===== src/rtl/sound_sequencer_if.sv =====
// Request/status bundle between the game controller and the jingle sequencer.
// The controller side uses the master modport; the sequencer uses the slave modport.
interface sound_sequencer_if #(
    parameter int FREQ_W = 10
);
    logic              win_pulse;
    logic              lose_pulse;
    logic              mute;
    logic [FREQ_W-1:0] sound_freq;
    logic              enable_sound;
    logic              busy;
    logic              done;

    modport master (
        output win_pulse,
        output lose_pulse,
        output mute,
        input  sound_freq,
        input  enable_sound,
        input  busy,
        input  done
    );

    modport slave (
        input  win_pulse,
        input  lose_pulse,
        input  mute,
        output sound_freq,
        output enable_sound,
        output busy,
        output done
    );
endinterface


===== src/rtl/sound_sequencer.sv =====
// Win/lose jingle player: steps a fixed note table with note and gap timing.
// Define SOUND_PREEMPT_EN to let a new request abort a running jingle.
module sound_sequencer #(
    parameter int NOTE_TICKS = 12_500_000,
    parameter int GAP_TICKS  = 2_500_000,
    parameter int FREQ_W     = 10
) (
    input  logic                clk,
    input  logic                reset,
    sound_sequencer_if.slave    bus
);
    localparam logic [1:0] S_IDLE = 2'd0;
    localparam logic [1:0] S_NOTE = 2'd1;
    localparam logic [1:0] S_GAP  = 2'd2;

    localparam int MAX_TICKS = (NOTE_TICKS > GAP_TICKS) ? NOTE_TICKS : GAP_TICKS;
    localparam int CNT_W     = $clog2(MAX_TICKS + 1);
    localparam logic [CNT_W-1:0] NOTE_LAST = CNT_W'(NOTE_TICKS - 1);
    localparam logic [CNT_W-1:0] GAP_LAST  = CNT_W'((GAP_TICKS > 0) ? GAP_TICKS - 1 : 0);

    logic [1:0]        state_q, state_d;
    logic [1:0]        idx_q, idx_d;
    logic              jingle_q, jingle_d;
    logic [CNT_W-1:0]  tick_q, tick_d;
    logic [FREQ_W-1:0] sound_freq_q, sound_freq_d;
    logic              enable_q, enable_d;
    logic              busy_q, busy_d;
    logic              done_q, done_d;
    logic              req_s;
    logic              completing_s;
    logic              start_s;
    logic [1:0]        last_idx_s;

    // jingle_q: 1 selects the lose table, 0 the win table
    function automatic logic [FREQ_W-1:0] note_code(input logic lose, input logic [1:0] idx);
        logic [9:0] code;
        code = 10'd0;
        if (lose) begin
            case (idx)
                2'd0:    code = 10'd392;
                2'd1:    code = 10'd330;
                2'd2:    code = 10'd262;
                default: code = 10'd0;
            endcase
        end else begin
            case (idx)
                2'd0:    code = 10'd262;
                2'd1:    code = 10'd330;
                2'd2:    code = 10'd392;
                2'd3:    code = 10'd523;
                default: code = 10'd0;
            endcase
        end
        return FREQ_W'(code);
    endfunction

    // Request decode and acceptance; a request on the completing edge is always taken
    always_comb begin
        req_s        = bus.win_pulse | bus.lose_pulse;
        last_idx_s   = jingle_q ? 2'd2 : 2'd3;
        completing_s = (state_q == S_NOTE) && (tick_q == NOTE_LAST) && (idx_q == last_idx_s);
`ifdef SOUND_PREEMPT_EN
        start_s      = req_s;
`else
        start_s      = req_s && ((state_q == S_IDLE) || completing_s);
`endif
    end

    // Next-state, counters and registered-output values
    always_comb begin
        state_d  = state_q;
        idx_d    = idx_q;
        jingle_d = jingle_q;
        tick_d   = tick_q;
        done_d   = completing_s;
        if (start_s) begin
            state_d  = S_NOTE;
            idx_d    = 2'd0;
            jingle_d = bus.lose_pulse;
            tick_d   = {CNT_W{1'b0}};
        end else begin
            case (state_q)
                S_IDLE: begin
                    tick_d = {CNT_W{1'b0}};
                end
                S_NOTE: begin
                    if (tick_q == NOTE_LAST) begin
                        tick_d = {CNT_W{1'b0}};
                        if (completing_s) begin
                            state_d = S_IDLE;
                            idx_d   = 2'd0;
                        end else if (GAP_TICKS == 0) begin
                            idx_d = idx_q + 2'd1;
                        end else begin
                            state_d = S_GAP;
                        end
                    end else begin
                        tick_d = tick_q + CNT_W'(1);
                    end
                end
                S_GAP: begin
                    if (tick_q == GAP_LAST) begin
                        state_d = S_NOTE;
                        idx_d   = idx_q + 2'd1;
                        tick_d  = {CNT_W{1'b0}};
                    end else begin
                        tick_d = tick_q + CNT_W'(1);
                    end
                end
                default: begin
                    state_d = S_IDLE;
                    idx_d   = 2'd0;
                    tick_d  = {CNT_W{1'b0}};
                end
            endcase
        end
        // GAP keeps the index of the note just played, so the code holds there
        sound_freq_d = (state_d == S_IDLE) ? {FREQ_W{1'b0}} : note_code(jingle_d, idx_d);
        enable_d     = (state_d == S_NOTE) && !bus.mute;
        busy_d       = (state_d != S_IDLE);
    end

    // State and output registers with synchronous reset
    always_ff @(posedge clk) begin
        if (reset) begin
            state_q      <= S_IDLE;
            idx_q        <= 2'd0;
            jingle_q     <= 1'b0;
            tick_q       <= {CNT_W{1'b0}};
            sound_freq_q <= {FREQ_W{1'b0}};
            enable_q     <= 1'b0;
            busy_q       <= 1'b0;
            done_q       <= 1'b0;
        end else begin
            state_q      <= state_d;
            idx_q        <= idx_d;
            jingle_q     <= jingle_d;
            tick_q       <= tick_d;
            sound_freq_q <= sound_freq_d;
            enable_q     <= enable_d;
            busy_q       <= busy_d;
            done_q       <= done_d;
        end
    end

    assign bus.sound_freq   = sound_freq_q;
    assign bus.enable_sound = enable_q;
    assign bus.busy         = busy_q;
    assign bus.done         = done_q;
endmodule


===== src/flat_wrapper.sv =====
// flat-port wrapper written by rule: the top's interface ports become plain ports
module sound_sequencer_flat 
#(
    parameter int NOTE_TICKS = 12_500_000,
    parameter int GAP_TICKS  = 2_500_000,
    parameter int FREQ_W     = 10
)
  (clk, reset, bus_win_pulse, bus_lose_pulse, bus_mute, bus_sound_freq, bus_enable_sound, bus_busy, bus_done);
  sound_sequencer_if #(.FREQ_W(FREQ_W)) bus_i ();
  input  logic clk;
  input  logic reset;
  input wire logic [$bits(bus_i.win_pulse)-1:0] bus_win_pulse;
  input wire logic [$bits(bus_i.lose_pulse)-1:0] bus_lose_pulse;
  input wire logic [$bits(bus_i.mute)-1:0] bus_mute;
  output wire logic [$bits(bus_i.sound_freq)-1:0] bus_sound_freq;
  output wire logic [$bits(bus_i.enable_sound)-1:0] bus_enable_sound;
  output wire logic [$bits(bus_i.busy)-1:0] bus_busy;
  output wire logic [$bits(bus_i.done)-1:0] bus_done;
  assign bus_i.win_pulse = bus_win_pulse;
  assign bus_i.lose_pulse = bus_lose_pulse;
  assign bus_i.mute = bus_mute;
  assign bus_sound_freq = bus_i.sound_freq;
  assign bus_enable_sound = bus_i.enable_sound;
  assign bus_busy = bus_i.busy;
  assign bus_done = bus_i.done;
  sound_sequencer #(.NOTE_TICKS(NOTE_TICKS), .GAP_TICKS(GAP_TICKS), .FREQ_W(FREQ_W)) u_core (.clk(clk), .reset(reset), .bus(bus_i));
endmodule

===== config.mk =====
export PLATFORM = sky130hd
export DESIGN_NAME = sound_sequencer_flat
export DESIGN_NICKNAME = d
export VERILOG_FILES = /design/src/rtl/sound_sequencer_if.sv /design/src/rtl/sound_sequencer.sv /design/src/flat_wrapper.sv
export SDC_FILE = /design/constraint.sdc
export NUM_CORES = 1
export LEC_CHECK = 0
export ABC_AREA = 1
export BUFFER_PORTS_ARGS = -buffer_cell sky130_fd_sc_hd__buf_4
export CAP_MARGIN = 15
export CORE_UTILIZATION = 50
export DETAILED_ROUTE_END_ITERATION = 8
export PLACE_DENSITY = 0.76
export SLEW_MARGIN = 10
export SYNTH_ARGS = -nofsm -noshare
export SYNTH_HDL_FRONTEND = slang
export SYNTH_SLANG_ARGS = --single-unit

===== constraint.sdc =====
create_clock -name clk -period 3.79 [get_ports clk]
set_input_delay 0.379 -clock clk [delete_from_list [all_inputs] [get_ports clk]]
set_output_delay 0.379 -clock clk [all_outputs]
set_load 0.005 [all_outputs]

# Word-level counts from Yosys, hierarchy flattened
# Cells that the tools add are included.
# op_classes
n_addsub,2
eq_ne,9
n_mux,18
bitwise,1
reduce_logical,12
# ops
cell,n
$mux 24,2
$pmux 24 s2,1
$pmux 10 s4,1
$pmux 9 s3,1
$add 24x1->24 const B,1
$eq 24x22->1 const B,1
$eq 24x24->1 const B,1
$mux 2,8
$pmux 2 s3,2
$mux 10,1
$eq 2x1->1 const B,3
$eq 2x2->1 const B,3
$logic_not 2->1,3
$logic_and 1x1->1,4
$reduce_or 2->1,2
$add 2x1->2 const B,1
$eq 2x2->1,1
$mux 1,2
$reduce_bool 2->1,1
$logic_not 1->1,1
$logic_or 1x1->1,1
$or 1x1->1,1
# word_totals
reg_bits,42
in_bits,5
output_inout_bits,13
word_cells,50

# Depth between registers and ports, before layout
# Gate-level depths: netlist of the first run.
# logic_depth
ltp_word,10
depth_mapped,18
ltp_nobuf,18

# Least setup slack after synthesis of the first run
# Ideal clock, no wire load.
# synth_path
path_kind,register to register
from,reg u_core.tick_q[0]
to,"reg u_core.sound_freq_q[3], in the netlist u_core.bus.sound_freq[3]"
setup_ns,0.109
arrival_ns,2.095
required_ns,3.681
setup_slack_ns,1.587
stages_incl_launch_ff,19
n_path_buf,0
period_less_slack_ns,2.203
cell_sequence,dfxtp_1 ha_1 nand2_1 nor2_4 nand2_1 nor2_2 nand3_2 nand2_4 a21oi_2 inv_1 nor2_1 inv_1 ha_1 nor2_1 nor2_1 nand2_1 nand2_1 nand2_1 inv_1
# synth_via
elab_chain_len,10
# synth_rtl
item,line,source
"start, declared",sound_sequencer.sv:24,"logic [CNT_W-1:0] tick_q, tick_d;"
"start signal, assigned",sound_sequencer.sv:129,tick_q <= {CNT_W{1'b0}};
"start signal, assigned",sound_sequencer.sv:138,tick_q <= tick_d;
$eq 24x24->1,"sound_sequencer.sv:61, sound_sequencer.sv:87",
$logic_and 1x1->1 (2 in series),sound_sequencer.sv:61,completing_s = (state_q == S_NOTE) && (tick_q == NOTE_LAST) && (idx_q == last_idx_s);
$mux 2,sound_sequencer.sv:89,if (completing_s) begin
$mux 2,sound_sequencer.sv:87,if (tick_q == NOTE_LAST) begin
$pmux 2 s3,sound_sequencer.sv:82,case (state_q)
$mux 2 *,sound_sequencer.sv:76,if (start_s) begin
via u_core.idx_d[0],sound_sequencer.sv:22,"logic [1:0] idx_q, idx_d;"
"$eq 2x2->1, or another cell as far along",sound_sequencer.sv:46,case (idx)
$pmux 10 s4 or $pmux 9 s3 (tied branches),"sound_sequencer.sv:46, sound_sequencer.sv:39",
$mux 10 *,sound_sequencer.sv:38,if (lose) begin
"end signal, assigned",sound_sequencer.sv:130,sound_freq_q <= {FREQ_W{1'b0}};
"end signal, assigned",sound_sequencer.sv:139,sound_freq_q <= sound_freq_d;
"end, declared",sound_sequencer.sv:25,"logic [FREQ_W-1:0] sound_freq_q, sound_freq_d;"
# The timed path passes the listed nets; every way through them passes the cells marked *. The select of a mux whose other input is x is not followed.
# A chain may end at the register's enable or synchronous reset.

# Final worst setup path of the first run
# Same ends and word-level chain as after synthesis.

==> flow_summary.ini, run 1 <==
[layout]
ff_latch_area_sq_um = 781
drive_gt1_frac = 0.135
multi_input_area_sq_um = 1270
nets = 356
antennaDiodeCount = 0
fin_util = 0.576
num-fill-cells = 399
area_delta_synth_final_pct = 11.3

[critical_path]
critPathCaptureType = flop
crit_slowest_cell = dfxtp_1
crit_start = u_core.tick_q[0]$_SDFF_PP0_
arrival_ns = 2.74
crit_type = flop to flop
timing.critical_path.buf_inv = 3
cp_num_cells = 18
critical_path.max_stage_delay_ns = 0.33
crit_end = u_core.bus.sound_freq[3]$_SDFF_PP0_
rr_startpoint = u_core.tick_q[0]$_SDFF_PP0_
start_kind = flop
critPathTopFamily = simple AND/OR/NAND/NOR gates
timing.reg2reg.setup_slack_ns = 1.24
worstReg2RegEnd = u_core.bus.sound_freq[3]$_SDFF_PP0_
worstRegToRegCells = 18
required_ns = 3.98
path_cells = ha_1 -> nand2_1 -> nor2_4 -> nand2_1 -> nor2_2 -> nand3_2 -> nand2_4 -> a21oi_2 -> inv_1 -> nor2_1 -> inv_1 -> ha_1 -> nor2_1 -> nor2_1 -> nand2_1 -> nand2_1 -> nand2_1 -> inv_1
crit_top_cell = nand2_1
worst-path-max-fanout = 5

[floorplan]
ios = 18
design.die.area_sq_um = 4780
die_w_um = 69.1
initial_core_util = 0.518
core_area_sq_um = 4350
num_rows = 24
die_height_um = 69.1

[power]
powerDensity_nw_per_um2 = 335
switchingPower_mw = 0.182
peakVddDrop_mv = 0.228
power.internal_mw = 0.658
clkPwrFrac = 0.421
seq_power_share = 0.503
p_leak_nw = 1.08
swShare = 0.217
combPwrFrac = 0.076

[routing]
wl_met3_um = 141
top_layer_used = met4
vias = 1946
antenna_left = 0
drc = 0
routedWlPerCell_um = 11.0
drt_iter0_markers = 83
totalWireLength_um = 4330
vias_per_cell = 4.96
dr_wl_met2_um = 1950
first_pass_iters = 4
wl_met1_um = 2180

[synth]
yosysTopAreaCellShare = 0.346
syn_area_per_cell_sq_um = 7.02
synth-compound-area-share = 0.0394
synth_fa_ha_area_frac = 0.0666
synth_ff_type = dfxtp_1
synth.distinct_cells = 34
syn_area_sq_um = 2250
synth_edf_count = 0
yosys.area_share.simple = 0.406
syn_inst = 321
ys_top_cells_by_count = 69 x nand2_1, 63 x nor2_1, 43 x inv_1, 39 x dfxtp_1, 16 x nand3_1
synth_most_common_cell = nand2_1
synth_area_leaders = dfxtp_1 35%, nand2_1 11%, nor2_1 10%
ys_ff_latch = 39
post-synth-top-area-cell = dfxtp_1
yosysWarnings = 0
synth_top_family_by_area = simple AND/OR/NAND/NOR gates
ys_seq_area_frac = 0.346
async_flop_share = 0
synth_xor_area_frac = 0.0466
synthMuxAreaShare = 0

[clock_network]
postCtsSetupRepairBufs = 0
htree_levels = 2
clock_latency_ns = 0.29
cts.repair.resized = 0
cts.clk_slew.worst_paths_ns = 0.08
cts_buffer_depth = 2
root_buffer = clkbuf_8
cts.sinks = 39
numCtsBuffers = 5
cts_tree = done
holdBufCountCts = 0

[global_routing]
grt_pass1_vias = 1817
grt_max_degree = 25
antenna_found_initial = 0
track_usage = 0.201
grt_pass1_wl_um = 7830
grt-ovfl-total = 0

[sta]
hold_viol_final = 0
tightest_slew_ns = 0.627
final-setup-viol-count = 0
maxSlewViolCount = 0
period_needed_ns = 2.55
fin_skew_ns = 0.00597
fmax_mhz = 392
rsz0062_at_grt = false
relSlewSlack = 0.581
min_period_over_period = 0.672
holdWs_ns = 0.282
tns_ns = 0

[min_path]
hold_path_class = primary input to flop
whs_path_depth = 2

[flow_run]
cap_viol_max_count = 0

[status]
outcome = complete, no violations

[placed_design]
placement.io_buffers = 15
hpwl_um = 3320
gp_congestion = 0.877
[metrics by stage]
stage / area [sq um] / power (mW) / setup WS, ns / cells
after floorplan: 2260 / 0.476 / 1.59 / 322
after global placement: 2390 / 0.494 / 1.48 / 384
after detailed placement: 2390 / 0.495 / 1.33 / 384
after CTS: 2510 / 0.849 / 1.25 / 392
after global routing: 2510 / 0.880 / 1.00 / 392
final: 2510 / 0.840 / 1.24 / 392
[how the worst min path moves through the flow]
stage	to	start	slack [ns]
4_1_cts	u_core.idx_q[1]$_SDFF_PP0_	reset	0.28
6_report	u_core.jingle_q$_SDFF_PP0_	reset	0.28
5_1_grt	u_core.jingle_q$_SDFF_PP0_	reset	0.28
2_1_floorplan	u_core.tick_q[0]$_SDFF_PP0_	u_core.tick_q[0]$_SDFF_PP0_	0.41
3_5_place_dp	u_core.tick_q[0]$_SDFF_PP0_	u_core.tick_q[0]$_SDFF_PP0_	0.43
3_3_place_gp	u_core.tick_q[0]$_SDFF_PP0_	u_core.tick_q[0]$_SDFF_PP0_	0.42
[power groups by stage]
stage / logic, mW / registers [mW] / clock network, mW
floorplan: 0.0432 / 0.433 / 0
global placement: 0.0618 / 0.432 / 0
detailed placement: 0.0633 / 0.432 / 0
CTS: 0.0638 / 0.422 / 0.362
global route: 0.0722 / 0.423 / 0.384
finish: 0.0636 / 0.423 / 0.354
[layer usage]
metal / track usage / vias to the layer above
met2: 0.325 / 23
met5: 0 / -
met1: 0.257 / 880
li1: - / 1037
met3: 0.0526 / 6
met4: 0.0726 / 0
[final cells by class]
type	count	area share
Clock buffer	6	0.0329
Sequential cell	39	0.311
Inverter	44	0.0659
Timing Repair Buffer	15	0.0449
Clock inverter	2	0.0140
Tap cell	52	0.0259
Multi-Input combinational cell	234	0.505
[registers in the layout (all words and copies together), names as in the netlist]
name	cells
u_core.tick_q	24
u_core.bus.sound_freq	7
u_core.idx_q	2
u_core.state_q	2
u_core.bus.busy	1
u_core.bus.done	1
u_core.bus.enable_sound	1
u_core.jingle_q	1
[cells in the final DEF, fill, tap and decap left out, types with 2 or more instances in the layout]
cell type,instances
nand2_1,69
o21ai_0,5
clkbuf_8,6
nor2_4,2
nand3b_1,3
nor3_2,4
a21oi_1,4
buf_4,15
nand2_2,5
nand2_4,5
xor2_1,8
nand3_2,2
dfxtp_1,39
xnor2_1,4
nor2_1,63
ha_1,12
conb_1,2
nand4_1,8
nand3_1,16
nor4_1,2
nor3_1,9
inv_1,43
[logic make-up after synthesis]
family | count (synthesis)
other | 1
DFF | 39
AOI/OAI and AO/OA | 15
buffers and inverters | 49
and+or+nand+nor | 193
adders and majority gates | 12
xor gates and xnor gates | 12
Power figures use the tool's default switching activity.
==> inputs of run 2 (changes only) <==
- ABC_AREA: 1 -> 0
- PLACE_DENSITY: 0.76 -> 0.77
- clock period: 3.79 -> 2.4 ns (I/O delays scaled with it)
==> run 2 against run 1 <==
Effect of this change: the flow now finishes with violations (negative setup slack); power is 61% higher; sequential share of layout area is 0.97 points lower; clock skew is 0.0040 ns higher; cell count is 19% lower; synthesized cell count is 32% lower; critical path type unchanged; largest cell class unchanged; largest power group unchanged; highest routed layer unchanged.
==> flow_summary.ini, run 2 <==
[placed_design]
hpwl_um = 2890
placement.io_buffers = 15
gp_congestion = 0.828

[status]
violations = negative setup slack
outcome = complete, but fails checks

[power]
report.power.total_mw = 1.35
p_leak_nw = 1.03
peakVddDrop_mv = 0.406
powerDensity_nw_per_um2 = 517

[critical_path]
start_kind = flop
critical_path.max_stage_delay_ns = 0.61
crit_slowest_cell = or4_4
arrival_ns = 2.61
required_ns = 2.60
critPathTopFamily = simple AND/OR/NAND/NOR gates
timing.critical_path.buf_inv = 1
timing.reg2reg.setup_slack_ns = -0.01
crit_type = flop to flop
critPathCaptureType = flop
worst-path-max-fanout = 3
path_cells = nand4bb_1 -> or4_4 -> o21ai_4 -> a31oi_1 -> o21ai_2 -> inv_2 -> ha_4 -> mux2_4 -> and2_1

[global_routing]
grt_max_degree = 25
grt-ovfl-total = 0
antenna_found_initial = 0
track_usage = 0.239
grt_pass1_wl_um = 7490
grt_pass1_vias = 1695

[routing]
vias_per_cell = 5.41
drt_iter0_markers = 100
first_pass_iters = 4
drc = 0
totalWireLength_um = 4580
antenna_left = 0
routedWlPerCell_um = 14.4
vias = 1719

[sta]
period_needed_ns = 2.41
final-setup-viol-count = 1
holdWs_ns = 0.100
fin_skew_ns = 0.0100
hold_viol_final = 0
rsz0062_at_grt = true
maxSlewViolCount = 0
setup_slack_ns = -0.0109
min_period_over_period = 1.00
fmax_mhz = 415

[layout]
mostFrequentLayoutCell = buf_4
multi_input_area_sq_um = 1220
area_delta_synth_final_pct = 35.0
drive_gt1_frac = 0.344
ff_latch_area_sq_um = 788
largest_register_ffs = 24
final_cell_mix = 47 x buf_4, 42 x nor2_1, 33 x dfxtp_1, 13 x xnor2_1, 12 x nand2_1
largest_register = u_core.tick_q
num-fill-cells = 289
fin_util = 0.708
antennaDiodeCount = 0
nets = 286

[clock_network]
htree_levels = 2
numCtsBuffers = 5
cts_tree = done
holdBufCountCts = 0
clock_latency_ns = 0.30
cts_buffer_depth = 2
cts.sinks = 39
cts.clk_slew.worst_paths_ns = 0.08
root_buffer = clkbuf_8

[synth]
syn_inst = 217
synth_most_common_cell = nor2_1
syn_area_sq_um = 1940
synth_edf_count = 0
synth_area_leaders = dfxtp_1 40%, nor2_1 8.3%, ha_1 7.8%
ys_ff_latch = 39
ys_seq_area_frac = 0.403
synth_ff_type = dfxtp_1
async_flop_share = 0
post-synth-top-area-cell = dfxtp_1
syn_area_per_cell_sq_um = 8.92
ys_top_cells_by_count = 43 x nor2_1, 39 x dfxtp_1, 13 x nand2_1, 13 x xnor2_1, 12 x ha_1
synth.distinct_cells = 44
yosysTopAreaCellShare = 0.403
yosysWarnings = 0

[floorplan]
design.die.area_sq_um = 4120
core_area_sq_um = 3690
num_rows = 22
die_height_um = 64.2
initial_core_util = 0.525
ios = 18
die_w_um = 64.2

[flow_run]
cap_viol_max_count = 0

[min_path]
hold_path_class = primary input to flop
## run 2: metrics by stage
| step | worst slack (ns) | instance area, sq um | instances | setup TNS, ns |
|---|---|---|---|---|
| floorplan | 0.000541 | 1970 | 218 | 0 |
| global placement | 0.00382 | 2300 | 300 | 0 |
| detailed placement | -0.0872 | 2300 | 300 | -0.169 |
| CTS | 0.00245 | 2520 | 315 | 0 |
| global route | -0.135 | 2610 | 318 | -0.477 |
| finish | -0.0109 | 2610 | 318 | -0.0109 |
## run 2: area by class of cell
cell class	instances	share of cell area
multi-input combinational	162	0.468
clock inverter	3	0.0168
tap	48	0.0230
timing repair buffer	50	0.148
clock buffer	5	0.0263
sequential	39	0.302
inverter	11	0.0158
## run 2: worst paths after layout
path | startpoint | end | depth (start not counted)
setup / recovery | u_core.tick_q[7]$_SDFF_PP0_ | u_core.bus.sound_freq[7]$_SDFF_PP0_ | 9
hold / removal | bus_mute | u_core.bus.enable_sound$_SDFF_PP0_ | 2
setup reg to reg | u_core.tick_q[7]$_SDFF_PP0_ | u_core.bus.sound_freq[7]$_SDFF_PP0_ | 9
hold reg to reg | u_core.tick_q[0]$_SDFF_PP0_ | u_core.tick_q[0]$_SDFF_PP0_ | 1
## run 2: worst register-to-register path: cells and delay by family, from the launching register on
family	cells	cell delay, ns
and+or+nand+nor	3	0.98
DFF	1	0.33
muxes	1	0.25
AOI/OAI and AO/OA	3	0.51
buffers and inverters	1	0.09
adders and majority gates	1	0.16
## run 2: what timing repair did
item / in CTS / in global routing
buffers inserted: 7 / 3
setup endpoints to repair: 6 / 7
resized for setup: 14 / 18
pin swaps: 7 / 10
endpoints found under the hold margin: 0 / 0
## run 2: logic make-up (layout without fill, tap and decap cells)
family / after synthesis / count (layout) / share of synthesized area
and+or+nand+nor: 104 / 104 / 0.279
DFF: 39 / 39 / 0.403
xor gates and xnor gates: 23 / 23 / 0.104
AOI/OAI and AO/OA: 19 / 19 / 0.0840
buffers and inverters: 17 / 69 / 0.0388
adders and majority gates: 12 / 12 / 0.0776
muxes: 2 / 2 / 0.0110
other: 1 / 2 / 0.00194
## run 2: power by group
part | leakage, nW | internal (mW) | switching (mW) | total [mW]
Combinational | 0.653 | 0.0674 | 0.0618 | 0.129
Clock | 0.0581 | 0.309 | 0.242 | 0.551
Sequential | 0.319 | 0.662 | 0.00754 | 0.669
## run 2: metal layers
layer  global-route usage  up-vias  routed length [um]
met5                    0        -                   0
met4               0.0917        0                  97
met3               0.0643       11                 134
met2                0.419       30                2380
met1                0.275      840                1970
li1                     -      838                   -
==> inputs of run 3 (changes only) <==
- CORE_ASPECT_RATIO: unset -> 1.25
- SETUP_SLACK_MARGIN: unset -> 0.1
==> run 3 against run 2 <==
Effect of this change: combinational power fell by 3%; clock-buffer cell count increased by 2; the run ends with design-rule violations left; hold slack better by 0.00097 ns; clock skew decreased by 0.0076 ns.
==> flow_summary.ini, run 3 (same netlist as run 2, synthesis figures left out) <==
[status]
outcome = complete, but fails checks
violations = design-rule violations

[min_path]
hold_path_class = primary input to flop
hold_start = bus_mute
whs_path_depth = 2

[floorplan]
ios = 18
initial_core_util = 0.537
design.die.area_sq_um = 4130
core_area_sq_um = 3600
num_rows = 24
die_height_um = 71.6
die_w_um = 57.7

[clock_network]
clock_latency_ns = 0.29
numCtsBuffers = 5
cts_buffer_depth = 2
htree_levels = 2
cts.clk_slew.worst_paths_ns = 0.07
cts.sinks = 39
cts_tree = done
root_buffer = clkbuf_8

[sta]
min_period_over_period = 0.986
tns_ns = 0
final-setup-viol-count = 0
fmax_mhz = 422
period_needed_ns = 2.37
setup_slack_ns = 0.0324
rsz0062_at_grt = true
fin_skew_ns = 0.00241
maxSlewViolCount = 0
hold_viol_final = 0

[placed_design]
hpwl_um = 2750
placed_cells = 291
placed_area_sq_um = 2300
placement.io_buffers = 15
gp_congestion = 0.865
pre_cts_ws_ns = 0.00242

[layout]
area_delta_synth_final_pct = 36.7
num-fill-cells = 256
nets = 286
largest_register = u_core.tick_q
fin_util = 0.734
mostFrequentLayoutCell = buf_4
finalNonFillerCells = 309
finish.instance_area_sq_um = 2650
antennaDiodeCount = 0
largest_register_ffs = 24
final_cell_mix = 47 x buf_4, 41 x nor2_1, 32 x dfxtp_1, 13 x xnor2_1, 12 x nand2_1
drive_gt1_frac = 0.363

[global_routing]
grt-ovfl-total = 0
track_usage = 0.218
grt_max_degree = 25
antenna_found_initial = 0
grt_pass1_wl_um = 6870
grt_pass1_vias = 1586

[routing]
drt_iter0_markers = 94
vias_per_cell = 5.45
first_pass_iters = 6
antenna_left = 0
routedWlPerCell_um = 14.1
vias = 1683
totalWireLength_um = 4360
drc = 1

[flow_run]
cap_viol_max_count = 0

[power]
clkPwrFrac = 0.380
powerDensity_nw_per_um2 = 484
combPwrFrac = 0.097
power.internal_mw = 0.989
p_leak_nw = 1.02
swShare = 0.228
seq_power_share = 0.523
peakVddDrop_mv = 0.346
switchingPower_mw = 0.292

[critical_path]
crit_type = flop to flop
start_kind = flop
timing.reg2reg.setup_slack_ns = 0.03
required_ns = 2.59
worst-path-max-fanout = 3
critPathCaptureType = flop
crit_start = u_core.tick_q[7]$_SDFF_PP0_
worstReg2RegEnd = u_core.bus.sound_freq[3]$_SDFF_PP0_
crit_end = u_core.bus.sound_freq[3]$_SDFF_PP0_
arrival_ns = 2.56
rr_startpoint = u_core.tick_q[7]$_SDFF_PP0_
worstRegToRegCells = 10
[run 3: cell types whose count changed in the layout (fill, tap and decap cells not counted), moves of 2 or more]
cell	before	now
clkbuf_8	5	7
and3_1	5	3
and3_4	0	2
ha_2	5	1
ha_4	3	6
[run 3: cell type report]
cell class	count	area, sq um	share of cell area
Clock buffer	7	96.3	0.0364
Timing Repair Buffer	50	387	0.146
Multi-Input combinational cell	162	1280	0.482
Inverter	11	41.3	0.0156
Clock inverter	1	7.51	0.00284
Tap cell	39	48.8	0.0184
Sequential cell	39	790	0.298
[run 3: power by group through the flow]
| stage | clock network [mW] | logic, mW | registers (mW) |
|---|---|---|---|
| finish | 0.487 | 0.125 | 0.670 |
| global route | 0.523 | 0.134 | 0.670 |
| CTS | 0.503 | 0.121 | 0.668 |
| detailed placement | 0 | 0.114 | 0.683 |
| global placement | 0 | 0.112 | 0.683 |
| floorplan | 0 | 0.0674 | 0.684 |
[run 3: repair_timing]
action,in CTS,in global routing
pin swaps,7,6
hold buffers,0,0
setup buffers,7,3
endpoints found under the setup margin,6,7
cloned,0,0
resized for setup,11,24
[run 3: critical path: stages (launching register included)]
cell and delay [ns]:
dfxtp_2 0.32, nand4bb_1 0.20, or4_4 0.60, o21ai_4 0.19, o2111ai_2 0.13, o211ai_1 0.17, inv_1 0.12, ha_2 0.19
nor2_2 0.10, nor2_2 0.05, o211a_1 0.20
[run 3: metrics by stage]
stage | power (mW) | hold slack [ns]
2_1_floorplan | 0.751 | 0.319
3_3_place_gp | 0.795 | 0.406
3_5_place_dp | 0.797 | 0.410
4_1_cts | 1.29 | 0.0974
5_1_grt | 1.33 | 0.101
6_report | 1.28 | 0.101
[run 3: how the worst min path moves through the flow]
stage	endpoint	slack, ns
2_1_floorplan	u_core.bus.enable_sound$_SDFF_PP0_	0.32
3_5_place_dp	u_core.bus.enable_sound$_SDFF_PP0_	0.41
5_1_grt	u_core.bus.enable_sound$_SDFF_PP0_	0.10
4_1_cts	u_core.bus.enable_sound$_SDFF_PP0_	0.1
6_report	u_core.bus.enable_sound$_SDFF_PP0_	0.10
3_3_place_gp	u_core.bus.enable_sound$_SDFF_PP0_	0.41
[run 3: routing by layer]
layer	track usage	wire, um	up-vias
met1	0.221	1780	798
met2	0.422	2350	34
met4	0.0952	90	0
met3	0.0433	142	10
li1	-	-	841
met5	0	0	-
